[config.mk]
export PLATFORM = sky130hd
export DESIGN_NAME = pipe_stage_reg
export DESIGN_NICKNAME = d
export VERILOG_FILES = /design/src/rtl/pipe_pkg.sv /design/src/rtl/pipe_entry.sv /design/src/rtl/pipe_stage_reg.sv
export SDC_FILE = /design/constraint.sdc
export NUM_CORES = 1
export LEC_CHECK = 0
export BUFFER_PORTS_ARGS = -buffer_cell sky130_fd_sc_hd__buf_2
export CAP_MARGIN = 20
export CORE_UTILIZATION = 49
export DETAILED_ROUTE_END_ITERATION = 8
export GPL_TIMING_DRIVEN = 0
export HOLD_SLACK_MARGIN = 0.06
export PLACE_DENSITY = 0.76
export SLEW_MARGIN = 20
export SYNTH_ARGS = -nofsm -noshare
export SYNTH_HDL_FRONTEND = slang
export SYNTH_SLANG_ARGS = --single-unit
[constraint.sdc]
create_clock -name clk -period 1.72 [get_ports clk]
set_clock_uncertainty 0.2 [all_clocks]
set_input_delay 0.172 -clock clk [delete_from_list [all_inputs] [get_ports clk]]
set_output_delay 0.172 -clock clk [all_outputs]
set_load 0.02 [all_outputs]
[src/rtl/pipe_pkg.sv]
// Shared constants and helpers for the pipeline boundary register.
package pipe_pkg;

  localparam int OCC_W = 2;

  // Total bundle width for a given channel count and channel width.
  function automatic int bw(input int num_ch, input int data_w);
    return num_ch * data_w;
  endfunction

  // Lowest bit index of channel k inside a bundle.
  function automatic int ch_lo(input int k, input int data_w);
    return k * data_w;
  endfunction

endpackage

[src/rtl/pipe_entry.sv]
// One storage slot: a valid flag plus a bundle register.
// load writes data and marks it valid; clr drops the valid flag but keeps data.
module pipe_entry #(
  parameter int W = 48
) (
  input  logic         clk,
  input  logic         rst,
  input  logic         load,
  input  logic         clr,
  input  logic [W-1:0] d,
  output logic         valid_q,
  output logic [W-1:0] data_q
);

  // Valid flag: reset > load > clear.
  always_ff @(posedge clk) begin
    if (rst)       valid_q <= 1'b0;
    else if (load) valid_q <= 1'b1;
    else if (clr)  valid_q <= 1'b0;
  end

  // Data register: only reset or load touch it, so a cleared slot keeps its last value.
  always_ff @(posedge clk) begin
    if (rst)       data_q <= '0;
    else if (load) data_q <= d;
  end

endmodule

[src/rtl/pipe_stage_reg.sv]
// Pipeline boundary register with valid/ready handshake, optional skid slot
// and synchronous flush. Entry M drives the output; entry S (SKID=1 only)
// absorbs one bundle so in_ready can be taken from a register.
module pipe_stage_reg
  import pipe_pkg::*;
#(
  parameter int DATA_W = 16,
  parameter int NUM_CH = 3,
  parameter bit SKID   = 1'b1
) (
  input  logic                     clk,
  input  logic                     rst,
  input  logic                     flush,
  input  logic                     in_valid,
  output logic                     in_ready,
  input  logic [NUM_CH*DATA_W-1:0] in_data,
  output logic                     out_valid,
  input  logic                     out_ready,
  output logic [NUM_CH*DATA_W-1:0] out_data,
  output logic [1:0]               occ
);

  localparam int BW = bw(NUM_CH, DATA_W);

  logic             m_valid, s_valid;
  logic [BW-1:0]    m_data, s_data;
  logic             in_fire, out_fire, m_take;
  logic             m_load, m_clr, s_load, s_clr;
  logic             m_vn, s_vn;
  logic [BW-1:0]    m_d;
  logic [OCC_W-1:0] occ_q, occ_d;

  // With a skid slot, in_ready comes straight from the S valid register and
  // never sees out_ready; without it, a stalled M frees up in the same cycle.
  assign in_ready  = SKID ? ~s_valid : (~m_valid | out_ready);
  assign in_fire   = in_valid & in_ready;
  assign out_fire  = m_valid & out_ready;
  assign out_valid = m_valid;
  assign out_data  = m_data;
  assign occ       = occ_q;

  pipe_entry #(.W(BW)) u_m (
    .clk     (clk),
    .rst     (rst),
    .load    (m_load),
    .clr     (m_clr),
    .d       (m_d),
    .valid_q (m_valid),
    .data_q  (m_data)
  );

  generate
    if (SKID) begin : g_skid
      pipe_entry #(.W(BW)) u_s (
        .clk     (clk),
        .rst     (rst),
        .load    (s_load),
        .clr     (s_clr),
        .d       (in_data),
        .valid_q (s_valid),
        .data_q  (s_data)
      );
    end else begin : g_noskid
      assign s_valid = 1'b0;
      assign s_data  = '0;
    end
  endgenerate

  // Entry control: M refills from S first to keep FIFO order; flush blocks
  // every load so a bundle offered alongside it is dropped.
  always_comb begin
    m_take = 1'b0;
    m_load = 1'b0;
    m_clr  = 1'b0;
    s_load = 1'b0;
    s_clr  = 1'b0;
    m_d    = in_data;
    if (SKID) begin
      m_take = ~m_valid | out_fire;
      m_load = ~flush & m_take & (s_valid | in_fire);
      m_d    = s_valid ? s_data : in_data;
      m_clr  = flush | (m_take & ~s_valid & ~in_fire);
      s_load = ~flush & in_fire & (s_valid | ~m_take);
      s_clr  = flush | m_take;
    end else begin
      m_take = ~m_valid | out_fire;
      m_load = ~flush & in_fire;
      m_clr  = flush | out_fire;
    end
    m_vn  = m_load | (m_valid & ~m_clr);
    s_vn  = s_load | (s_valid & ~s_clr);
    occ_d = {1'b0, m_vn} + {1'b0, s_vn};
  end

  // Occupancy tracks the next-state valid bits so it lines up with the entries.
  always_ff @(posedge clk) begin
    if (rst)        occ_q <= '0;
    else if (flush) occ_q <= '0;
    else            occ_q <= occ_d;
  end

endmodule

==> flow_summary.ini <==
[final_layout]
drive_gt1_share_pct = 28.5
fin_area_mm2 = 0.00612
multiInputGateArea_mm2 = 0.00239
fill_cells = 735
n_antenna_cell = 0
stdcell_count = 728
syn2layout_area_growth_pct = 32.8
final_nets = 666
ff_latch_area_mm2 = 0.00200

[route]
via_per_inst = 5.37
dr_total_vias = 3909
drt_iter0_drc = 77
finalWirelength_mm = 11.7
drtAntennaViolNets = 0
drt_first_pass_iters = 4
drc_errors = 0
post_drt_wl_per_cell_um = 16.1

[global_routing]
first_global_vias = 4026
grt_pass1_wl_mm = 19.3
track_usage_pct = 24.8
grt.overflow.total = 0
grt_max_degree = 18
antenna_found_initial = 0

[timing]
worst_slack_ps = 43.0
fmax_mhz = 596
fin_crit_sh_pct = 97.5
rsz0062_at_grt = yes
tightest_slew_ps = 749
finalHoldViolations = 0
max_slew_margin_pct = 50.1
period_minus_slack_ps = 1680
final_max_slew_viol_count = 0
tns_ps = 0
setup_viol = 0

[floorplanning]
io_pins = 105
fp.coreArea_mm2 = 0.00920
start_util_pct = 50.1
num_rows = 35
die_w_um = 99.0
die_h_um = 99.0
die_area_mm2 = 0.00980

[clock_tree]
cts_made_buffers = 9
cts.root.buffer_cell = clkbuf_8
cts.path.max_buffers = 2
path_clk_slew_ps = 90
cts_tree = done
htreeDepth = 3
cts_sinks = 100
clock_latency_ps = 370

[worst_hold_path]
hp-class = input pin to flop

[yosys]
syn_area_per_cell_um2 = 10.4
ys_seq_area_share_pct = 43.4
syn_inst = 444
synth_area_mm2 = 0.00461
yosys_warnings = 0
ys_seq_elements = 100
synth_cell_type_count = 22
synthesis.nets = 498

[power_and_ir_drop]
power.total_w = 0.00488
power_density_mw_per_mm2 = 797
leakagePower_nw = 2.30
max-vdd-ir-drop_v = 0.000467

[placed_design]
port_buffers = 103
preCtsSetupSlack_ps = -128
hpwlAfterDp_mm = 7.64
gp_congestion = 0.723
dpl-instance-area_mm2 = 0.00527
place_inst = 658

[setup_path]
path_max_fanout = 10
worstSetupEndpointType = flop
cp.required_ps = 1760
cp.arrival_ps = 1710
cp-start-kind = flop
critPathKind = flop to flop

[status]
status = complete, no violations

[flow_run]
cap_violations = 0
==> synthesized netlist by cell type <==
master / n / area share (%)
dfxtp_1: 100 / 43
nand2b_1: 97 / 13
mux2i_1: 96 / 21
a21oi_1: 49 / 5.3
a211oi_1: 28 / 4.6
clkbuf_1: 21 / 1.7
a211oi_2: 20 / 5.4
buf_2: 11 / 1.2
buf_1: 3 / 0.24
buf_4: 3 / 0.49
buf_6: 3 / 0.73
buf_12: 2 / 0.87
nor3b_1: 2 / 0.33
and2_4: 1 / 0.19
ha_1: 1 / 0.27
inv_2: 1 / 0.081
nor2_1: 1 / 0.081
nor2b_1: 1 / 0.14
nor3_1: 1 / 0.11
nor4_1: 1 / 0.14
nor4b_4: 1 / 0.52
o21ba_2: 1 / 0.22
==> metrics by stage <==
step | util [%] | hold slack, ps
finish | 66.6 | 124
global route | 66.6 | 138
floorplan | - | 48.1
CTS | 66.0 | 108
detailed placement | 57.3 | 255
global placement | 57.3 | 246
==> registers in the layout, indices dropped and copies added (netlist names) <==
name	flops
g_skid.u_s.data_q	48
g_skid.u_s.valid_q	1
occ	2
u_m.data_q	48
u_m.valid_q	1
==> power breakdown <==
group / total [W] / leakage, nW / switching, W / internal (W)
sequential: 0.00245 / 0.816 / 0.0000467 / 0.00240
combinational: 0.000785 / 1.37 / 0.000418 / 0.000367
clock: 0.00165 / 0.111 / 0.000872 / 0.000775
==> layer usage <==
| layer | part of all wire [%] | wire length (µm) | vias up | GRT usage, % |
|---|---|---|---|---|
| met4 | 1.3 | 153 | 0 | 10.2 |
| met2 | 49 | 5690 | 115 | 42.2 |
| met3 | 4.5 | 527 | 14 | 3.97 |
| li1 | - | - | 1892 | - |
| met1 | 46 | 5360 | 1888 | 31.1 |
| met5 | 0 | 0 | - | 0 |
==> layout by cell type, fill, tap and decap left out <==
| master | synthesis | final |
|---|---|---|
| inv_6 | 0 | 4 |
| clkbuf_8 | 0 | 11 |
| dfxtp_2 | 0 | 1 |
| buf_1 | 3 | 3 |
| clkbuf_2 | 0 | 6 |
| nor3_1 | 1 | 1 |
| ha_1 | 1 | 1 |
| clkbuf_1 | 21 | 14 |
| nor3b_2 | 0 | 1 |
| nor2b_1 | 1 | 1 |
| o21ba_4 | 0 | 1 |
| nor4b_4 | 1 | 1 |
| mux2i_1 | 96 | 96 |
| nor2_2 | 0 | 1 |
| dlygate4sd3_1 | 0 | 53 |
| inv_2 | 1 | 1 |
| buf_12 | 2 | 3 |
| a211oi_2 | 20 | 21 |
| buf_8 | 0 | 3 |
| and2_4 | 1 | 1 |
| dfxtp_1 | 100 | 99 |
| nor3b_1 | 2 | 1 |
| nand2b_1 | 97 | 97 |
| bufinv_16 | 0 | 1 |
| buf_2 | 11 | 107 |
| nor4_1 | 1 | 1 |
| a21oi_2 | 0 | 2 |
| a21oi_1 | 49 | 47 |
| a211oi_1 | 28 | 27 |
| buf_6 | 3 | 6 |
| buf_4 | 3 | 5 |
==> what timing repair did <==
action	4_1_cts	5_1_grt
resized for setup	15	16
buffers inserted	2	0
setup endpoints to repair	57	49
hold buffers	53	0
pin swaps	0	2
hold endpoints to repair	100	0
==> layout make-up <==
type	count	area share [%]
repair buffers	157	17.4
clock inverters	5	1.06
plain buffers	43	4.92
flip-flops and latches	100	32.7
inverters	1	0.0613
multi-input cells	300	39.0
clock buffers	11	2.47
well taps	111	2.27
==> worst paths after layout <==
path / slack (ps) / end / start / cells past startpoint
worst max-delay path: 40 / occ[0] / u_m.valid_q / 6
worst max register to register: 40 / occ[0] / u_m.valid_q / 6
worst min-delay path: 120 / g_skid.u_s.data_q[28] / rst / 3
worst min register to register: 280 / g_skid.u_s.data_q[38] / g_skid.u_s.data_q[38] / 2
==> worst max-delay path: stages, from the launching register on <==
cell,delay [ps]
dfxtp_2,350
nand2b_1,70
buf_6,140
buf_2,180
nor3_1,200
ha_1,260
nor3b_2,150
==> cell families (layout without fill, tap and decap cells) <==
logic type | after synthesis | count (layout) | synth area share, %
AND/OR/NAND/NOR | 105 | 105 | 14.6
flip-flops | 100 | 100 | 43.4
AO/OA/AOI/OAI | 98 | 98 | 15.5
multiplexers | 96 | 96 | 20.8
buffers and inverters | 44 | 217 | 5.32
adder cells (fa/ha/maj) | 1 | 1 | 0.271
No activity file was read; power rests on OpenSTA's default activity.
